$ cat src/rtl/ddr3_sweep_pkg.sv
// Shared types and helpers for the DDR3 trim sweep sequencer.
package ddr3_sweep_pkg;

    typedef enum logic [2:0] {
        ST_IDLE,
        ST_SETTLE,
        ST_WR,
        ST_WRESP,
        ST_RD,
        ST_RRESP,
        ST_REPORT
    } state_e;

    localparam logic [1:0] AXI_RESP_OKAY  = 2'b00;
    localparam logic [1:0] AXI_BURST_INCR = 2'b01;

    // Byte strobe to 32-bit bit mask: strobe bit b enables byte lane b.
    function automatic logic [31:0] expand_mask(input logic [3:0] strb);
        logic [31:0] m;
        m = '0;
        for (int b = 0; b < 4; b++) begin
            m[8*b +: 8] = {8{strb[b]}};
        end
        return m;
    endfunction

endpackage

$ cat src/rtl/ddr3_sweep_cnt.sv
// Loadable down-counter with zero flag; holds at zero.
module ddr3_sweep_cnt #(
    parameter int W = 8
) (
    input  logic         clk_i,
    input  logic         rst_ni,
    input  logic         load_i,
    input  logic [W-1:0] load_val_i,
    input  logic         dec_i,
    output logic         zero_o
);

    logic [W-1:0] cnt_d, cnt_q;

    always_comb begin
        cnt_d = cnt_q;
        if (load_i) begin
            cnt_d = load_val_i;
        end else if (dec_i && (cnt_q != '0)) begin
            cnt_d = cnt_q - 1'b1;
        end
    end

    always_ff @(posedge clk_i or negedge rst_ni) begin
        if (!rst_ni) begin
            cnt_q <= '0;
        end else begin
            cnt_q <= cnt_d;
        end
    end

    assign zero_o = (cnt_q == '0);

endmodule

$ cat src/rtl/ddr3_trim_sweep_ctrl.sv
// Trim sweep engine: per trim step, settle, write a pattern block over AXI,
// read it back, count masked mismatches and emit one result record.
module ddr3_trim_sweep_ctrl
    import ddr3_sweep_pkg::*;
#(
    parameter int          WORDS_PER_STEP = 16,
    parameter logic [31:0] ADDR_BASE      = 32'h0000_0000,
    parameter int          SETTLE_CYCLES  = 8
) (
    input  logic        clk_i,
    input  logic        rst_ni,
    input  logic        start_i,
    input  logic        sel_tras_i,
    input  logic [3:0]  trim_start_i,
    input  logic [3:0]  trim_end_i,
    input  logic [3:0]  fixed_trim_i,
    input  logic [3:0]  write_cycles_i,
    input  logic [31:0] pattern_i,
    input  logic [3:0]  wstrb_i,
    output logic        busy_o,
    output logic        done_o,
    output logic        cfg_timing_en_o,
    output logic [3:0]  cfg_twr_trim_o,
    output logic [3:0]  cfg_tras_trim_o,
    output logic [3:0]  cfg_write_cycles_o,
    output logic        m_awvalid_o,
    output logic [31:0] m_awaddr_o,
    output logic [3:0]  m_awid_o,
    output logic [7:0]  m_awlen_o,
    output logic [1:0]  m_awburst_o,
    input  logic        m_awready_i,
    output logic        m_wvalid_o,
    output logic [31:0] m_wdata_o,
    output logic [3:0]  m_wstrb_o,
    output logic        m_wlast_o,
    input  logic        m_wready_i,
    input  logic        m_bvalid_i,
    input  logic [1:0]  m_bresp_i,
    input  logic [3:0]  m_bid_i,
    output logic        m_bready_o,
    output logic        m_arvalid_o,
    output logic [31:0] m_araddr_o,
    output logic [3:0]  m_arid_o,
    output logic [7:0]  m_arlen_o,
    output logic [1:0]  m_arburst_o,
    input  logic        m_arready_i,
    input  logic        m_rvalid_i,
    input  logic [31:0] m_rdata_i,
    input  logic [1:0]  m_rresp_i,
    input  logic [3:0]  m_rid_i,
    input  logic        m_rlast_i,
    output logic        m_rready_o,
    output logic        res_valid_o,
    input  logic        res_ready_i,
    output logic [3:0]  res_trim_o,
    output logic [7:0]  res_errors_o
);

    state_e      state_d, state_q;
    logic [3:0]  trim_d, trim_q, end_d, end_q, fixed_d, fixed_q, wcyc_d, wcyc_q;
    logic [3:0]  wstrb_d, wstrb_q;
    logic        sel_d, sel_q, aw_done_d, aw_done_q, w_done_d, w_done_q, done_d, done_q;
    logic [7:0]  err_d, err_q;
    logic [31:0] pattern_d, pattern_q, addr_d, addr_q, wdata_d, wdata_q;
    logic        set_load, set_dec, set_zero, wrd_load, wrd_dec, wrd_zero, err_inc;
    logic        aw_hs, w_hs, ar_hs;

    ddr3_sweep_cnt #(.W(8)) u_settle_cnt (
        .clk_i(clk_i), .rst_ni(rst_ni), .load_i(set_load),
        .load_val_i(8'(SETTLE_CYCLES - 1)), .dec_i(set_dec), .zero_o(set_zero)
    );

    ddr3_sweep_cnt #(.W(8)) u_word_cnt (
        .clk_i(clk_i), .rst_ni(rst_ni), .load_i(wrd_load),
        .load_val_i(8'(WORDS_PER_STEP - 1)), .dec_i(wrd_dec), .zero_o(wrd_zero)
    );

    assign aw_hs = m_awvalid_o & m_awready_i;
    assign w_hs  = m_wvalid_o & m_wready_i;
    assign ar_hs = m_arvalid_o & m_arready_i;

    always_comb begin
        state_d   = state_q;
        trim_d    = trim_q;
        end_d     = end_q;
        fixed_d   = fixed_q;
        wcyc_d    = wcyc_q;
        wstrb_d   = wstrb_q;
        sel_d     = sel_q;
        pattern_d = pattern_q;
        addr_d    = addr_q;
        aw_done_d = aw_done_q;
        w_done_d  = w_done_q;
        err_d     = err_q;
        done_d    = 1'b0;
        set_load  = 1'b0;
        set_dec   = 1'b0;
        wrd_load  = 1'b0;
        wrd_dec   = 1'b0;
        err_inc   = 1'b0;
        case (state_q)
            ST_IDLE: begin
                if (start_i) begin
                    sel_d     = sel_tras_i;
                    trim_d    = trim_start_i;
                    end_d     = trim_end_i;
                    fixed_d   = fixed_trim_i;
                    wcyc_d    = write_cycles_i;
                    pattern_d = pattern_i;
                    wstrb_d   = wstrb_i;
                    err_d     = '0;
                    set_load  = 1'b1;
                    state_d   = ST_SETTLE;
                end
            end
            ST_SETTLE: begin
                if (set_zero) begin
                    wrd_load  = 1'b1;
                    addr_d    = ADDR_BASE;
                    aw_done_d = 1'b0;
                    w_done_d  = 1'b0;
                    state_d   = ST_WR;
                end else begin
                    set_dec = 1'b1;
                end
            end
            ST_WR: begin
                if (aw_hs) aw_done_d = 1'b1;
                if (w_hs)  w_done_d  = 1'b1;
                if ((aw_done_q | aw_hs) & (w_done_q | w_hs)) state_d = ST_WRESP;
            end
            ST_WRESP: begin
                if (m_bvalid_i) begin
                    err_inc = (m_bresp_i != AXI_RESP_OKAY);
                    if (wrd_zero) begin
                        wrd_load = 1'b1;
                        addr_d   = ADDR_BASE;
                        state_d  = ST_RD;
                    end else begin
                        wrd_dec   = 1'b1;
                        addr_d    = addr_q + 32'd4;
                        aw_done_d = 1'b0;
                        w_done_d  = 1'b0;
                        state_d   = ST_WR;
                    end
                end
            end
            ST_RD: begin
                if (ar_hs) state_d = ST_RRESP;
            end
            ST_RRESP: begin
                if (m_rvalid_i) begin
                    // one error per word, whether data or response is bad
                    err_inc = (((m_rdata_i ^ pattern_q ^ addr_q) & expand_mask(wstrb_q)) != '0)
                              || (m_rresp_i != AXI_RESP_OKAY);
                    if (wrd_zero) begin
                        state_d = ST_REPORT;
                    end else begin
                        wrd_dec = 1'b1;
                        addr_d  = addr_q + 32'd4;
                        state_d = ST_RD;
                    end
                end
            end
            ST_REPORT: begin
                if (res_ready_i) begin
                    if (trim_q == end_q) begin
                        done_d  = 1'b1;
                        state_d = ST_IDLE;
                    end else begin
                        trim_d   = trim_q + 4'd1;
                        err_d    = '0;
                        set_load = 1'b1;
                        state_d  = ST_SETTLE;
                    end
                end
            end
            default: state_d = ST_IDLE;
        endcase
        if (err_inc && (err_q != 8'hFF)) err_d = err_q + 8'd1;
        wdata_d = pattern_d ^ addr_d;
    end

    always_ff @(posedge clk_i or negedge rst_ni) begin
        if (!rst_ni) begin
            state_q   <= ST_IDLE;
            trim_q    <= '0;
            end_q     <= '0;
            fixed_q   <= '0;
            wcyc_q    <= '0;
            wstrb_q   <= '0;
            sel_q     <= 1'b0;
            pattern_q <= '0;
            addr_q    <= '0;
            wdata_q   <= '0;
            aw_done_q <= 1'b0;
            w_done_q  <= 1'b0;
            err_q     <= '0;
            done_q    <= 1'b0;
        end else begin
            state_q   <= state_d;
            trim_q    <= trim_d;
            end_q     <= end_d;
            fixed_q   <= fixed_d;
            wcyc_q    <= wcyc_d;
            wstrb_q   <= wstrb_d;
            sel_q     <= sel_d;
            pattern_q <= pattern_d;
            addr_q    <= addr_d;
            wdata_q   <= wdata_d;
            aw_done_q <= aw_done_d;
            w_done_q  <= w_done_d;
            err_q     <= err_d;
            done_q    <= done_d;
        end
    end

    assign busy_o             = (state_q != ST_IDLE);
    assign done_o             = done_q;
    assign cfg_timing_en_o    = busy_o;
    assign cfg_twr_trim_o     = busy_o ? (sel_q ? fixed_q : trim_q) : 4'd0;
    assign cfg_tras_trim_o    = busy_o ? (sel_q ? trim_q : fixed_q) : 4'd0;
    assign cfg_write_cycles_o = busy_o ? wcyc_q : 4'd0;

    assign m_awvalid_o = (state_q == ST_WR) & ~aw_done_q;
    assign m_awaddr_o  = addr_q;
    assign m_awid_o    = 4'd0;
    assign m_awlen_o   = 8'd0;
    assign m_awburst_o = AXI_BURST_INCR;
    assign m_wvalid_o  = (state_q == ST_WR) & ~w_done_q;
    assign m_wdata_o   = wdata_q;
    assign m_wstrb_o   = wstrb_q;
    assign m_wlast_o   = 1'b1;
    assign m_bready_o  = (state_q == ST_WRESP);
    assign m_arvalid_o = (state_q == ST_RD);
    assign m_araddr_o  = addr_q;
    assign m_arid_o    = 4'd0;
    assign m_arlen_o   = 8'd0;
    assign m_arburst_o = AXI_BURST_INCR;
    assign m_rready_o  = (state_q == ST_RRESP);

    assign res_valid_o  = (state_q == ST_REPORT);
    assign res_trim_o   = trim_q;
    assign res_errors_o = err_q;

    // single-beat, single-ID traffic: IDs and rlast carry no information
    logic unused_ok;
    assign unused_ok = ^{m_bid_i, m_rid_i, m_rlast_i};

endmodule

$ cat config.mk
export PLATFORM = sky130hd
export DESIGN_NAME = ddr3_trim_sweep_ctrl
export DESIGN_NICKNAME = d
export VERILOG_FILES = /design/src/rtl/ddr3_sweep_pkg.sv /design/src/rtl/ddr3_sweep_cnt.sv /design/src/rtl/ddr3_trim_sweep_ctrl.sv
export SDC_FILE = /design/constraint.sdc
export NUM_CORES = 1
export LEC_CHECK = 0
export CAP_MARGIN = 5
export CORE_AREA = 4 4 189 191
export DETAILED_ROUTE_END_ITERATION = 12
export DIE_AREA = 0 0 193 195
export GPL_ROUTABILITY_DRIVEN = 0
export SYNTH_ARGS = -nofsm -noshare
export SYNTH_HDL_FRONTEND = slang
export SYNTH_SLANG_ARGS = --single-unit
$ cat constraint.sdc
create_clock -name clk_i -period 4.15 [get_ports clk_i]
set_input_delay 0.83 -clock clk_i [delete_from_list [all_inputs] [get_ports clk_i]]
set_output_delay 0.83 -clock clk_i [all_outputs]
set_load 0.005 [all_outputs]
==> impl_metrics.py <==
metrics = {
    "sta": {
        "rsz0062_at_grt": "no",
        "timing.final.ws_setup_ns": 0.750,
        "final.setup.tns_ns": 0,
        "fin_crit_ns": 3.40,
        "hold_viol_final": 0,
        "clock.fmax_mhz": 294,
        "setup_viol": 0,
        "finalClockSkew_ns": 0.0101,
        "relSlewSlack_pct": 31.6,
        "drv_slew": 0,
        "worst_slew_pin_slew_ns": 1.03,
        "min_period_over_period_pct": 81.9,
    },
    "global_route": {
        "grt.overflow.total": 0,
        "grt_pass1_vias": 6432,
        "antenna_found_initial": 3,
        "grt_pass1_wl_microns": 38000,
        "grt_max_degree": 85,
        "grt_use_total_pct": 13.0,
    },
    "critical_path": {
        "path_class": "reg2out",
        "critical_path.endpoint_type": "output pin",
        "arrival_ns": 2.57,
        "path_max_fanout": 15,
        "critPathLaunchType": "flop",
        "startpoint": "state_q[1]",
        "cp.required_ns": 3.32,
        "r2r-start": "u_word_cnt.cnt_q[0]",
    },
    "route": {
        "avgRoutedWirePerCell_microns": 16.9,
        "viasPerCell": 4.45,
        "num_vias": 6504,
        "drtAntennaViolNets": 0,
        "dr.pass1.iters": 5,
        "wl_microns": 24700,
        "drt_iter0_markers": 436,
        "drc": 0,
    },
    "floorplan": {
        "dieArea_sq_um": 37600,
        "start_util_pct": 24.6,
        "rows": 68,
        "die_h_microns": 195,
        "io_pins": 269,
        "coreArea_sq_um": 34100,
        "die_x_microns": 193,
    },
    "clocking": {
        "cts_post_setup_buffers_inserted": 0,
        "cts_max_level": 4,
        "tritoncts": "done",
        "cts-root-buf": "clkbuf_16",
        "clkTransAtPathRegs_ns": 0.06,
        "clkLatencyLatePin_ns": 0.43,
        "cts_buffers": 17,
        "hold_buffers": 0,
        "cts_sinks": 147,
        "cts_max_path_buffers": 2,
        "cts_resized": 0,
    },
    "power": {
        "pwr-share-clk_pct": 24.3,
        "ir_worst_vdd_v": 0.000285,
        "leakage_nw": 4.93,
        "p_int_mw": 4.44,
        "p_per_area_nw_per_um2": 583,
        "p_seq_share_pct": 35.7,
        "power.switching_mw": 2.26,
        "combPwrFrac_pct": 40.0,
        "netSwitchingFraction_pct": 33.7,
    },
    "layout": {
        "fin_nets": 1108,
        "syn2layout_area_growth_pct": 37.0,
        "layoutNonFillerInstCount": 1461,
        "antennaDiodeCount": 0,
        "final_cell_mix": "clkdlybuf4s50_1, dfrtp_1, nand2_1",
        "layout_commonest_cell": "clkdlybuf4s50_1",
        "drive_above_1_share_pct": 11.4,
    },
    "placed_design": {
        "port-buffer-count": 230,
        "dpl_worst_slack_ns": 0.708,
        "hpwl_microns": 18500,
        "dp_cells": 1430,
    },
    "synth": {
        "syn_area_sq_um": 8390,
        "syn_area_per_cell_sq_um": 10.5,
        "ys_top_cells_by_area": "dfrtp_1, mux2_2, xnor3_1",
        "synth_cells": 799,
        "yosysTopAreaCell": "dfrtp_1",
        "synth_flop_cell": "dfrtp_1",
        "yosys_warnings": 0,
        "synth_edf_count": 0,
        "yosysSeqAreaShare_pct": 43.9,
        "async_flop_share_pct": 100,
        "yosysTopAreaCellShare_pct": 43.9,
        "synth.ff_latch_count": 147,
        "ys_types": 68,
    },
    "status": {
        "outcome": "completed",
    },
    "job": {
        "maxCapViolCount": 0,
    },
    "worst_hold_path": {
        "hold_class": "in2async",
    },
}
power groups by stage:
stage	registers, mW	logic (mW)	clock network (mW)
floorplan	2.29	1.56	0
global placement	2.40	2.67	0
detailed placement	2.42	2.70	0
CTS	2.40	2.72	1.69
global route	2.47	2.95	1.75
finish	2.39	2.68	1.63
worst paths after layout:
kind | end | slack (ns) | depth (start not counted)
max | m_bready_o | 0.75 | 5
min | m_wdata_o[10] | 0.45 | 1
max reg2reg | m_wdata_o[31] | 0.96 | 9
min reg2reg | res_errors_o[0] | 0.51 | 1
max in group asynchronous | pattern_q[3] | 2.78 | 2
min in group clk_i | res_errors_o[0] | 0.51 | 1
Yosys cell counts, drive strengths merged, types with 3 or more instances:
cell type  instances
mux2              49
xnor3             24
clkbuf            26
inv               20
nand4             13
ha                 7
buf               70
o221ai             4
o211ai             9
dfrtp            147
a21oi             22
o41ai              4
or4                3
nor3              17
nor4               9
xor2              51
nand2             64
and2               6
xnor2             29
o22ai              5
a31oi              6
nand3             19
nor2              51
nor2b              8
nand2b             4
o21ai             62
a22oi              4
and3              11
mux2i             12
a211o              3
or3                6
kinds of logic (layout without fill, tap and decap cells):
kind of cell,Yosys count,count (layout),share of synthesized area [%]
simple gates,220,220,13.3
flops,147,147,43.9
buf+inv,116,296,8.13
xor+xnor,104,104,14.8
mux,62,62,8.28
compound gates,141,141,10.5
fa+ha+maj,7,7,1.04
other cells,2,29,0.0895
flip-flops by register name (all words and copies together) (netlist names), 8 cells and up:
register and flops:
m_wdata_o 32, pattern_q 32, u_word_cnt.cnt_q 8, m_araddr_o 32, u_settle_cnt.cnt_q 8, res_errors_o 8
final cells by class:
cell class / instances / area (sq um)
fillers: 3457 / 22600
multi-input cells: 563 / 4140
flip-flops and latches: 147 / 3680
repair buffers: 245 / 2430
well taps: 455 / 569
clock buffers: 17 / 425
clock inverters: 14 / 175
inverters: 20 / 75.1
worst max-delay path, cell delays in order, from the launching register on:
cell             delay (ns)
dfrtp_1                0.62
nor2b_1                0.41
nand2_1                0.09
buf_4                  0.21
inv_1                  0.20
clkdlybuf4s50_1        0.61
per-layer routing:
layer | share of wire [%] | routed length [microns] | up-vias | global-route usage [%]
met5 | 0.14 | 34 | - | 0
met4 | 1.1 | 261 | 6 | 3.23
met3 | 6.7 | 1650 | 21 | 3.45
met2 | 48 | 11800 | 211 | 20.6
met1 | 44 | 10900 | 3156 | 17.6
li1 | - | - | 3110 | -
through the flow:
| step | area (sq um) | hold slack, ns | total power, mW | utilization [%] |
|---|---|---|---|---|
| final | 11500 | 0.447 | 6.69 | 33.7 |
| after global routing | 11500 | 0.509 | 7.16 | 33.7 |
| after CTS | 11500 | 0.480 | 6.80 | 33.7 |
| after detailed placement | 10900 | 0.494 | 5.12 | 31.9 |
| after global placement | 10900 | 0.491 | 5.07 | 31.9 |
| after floorplan | 8490 | 0.473 | 3.85 | - |
Note: power is estimated with default switching activity, not from simulation.
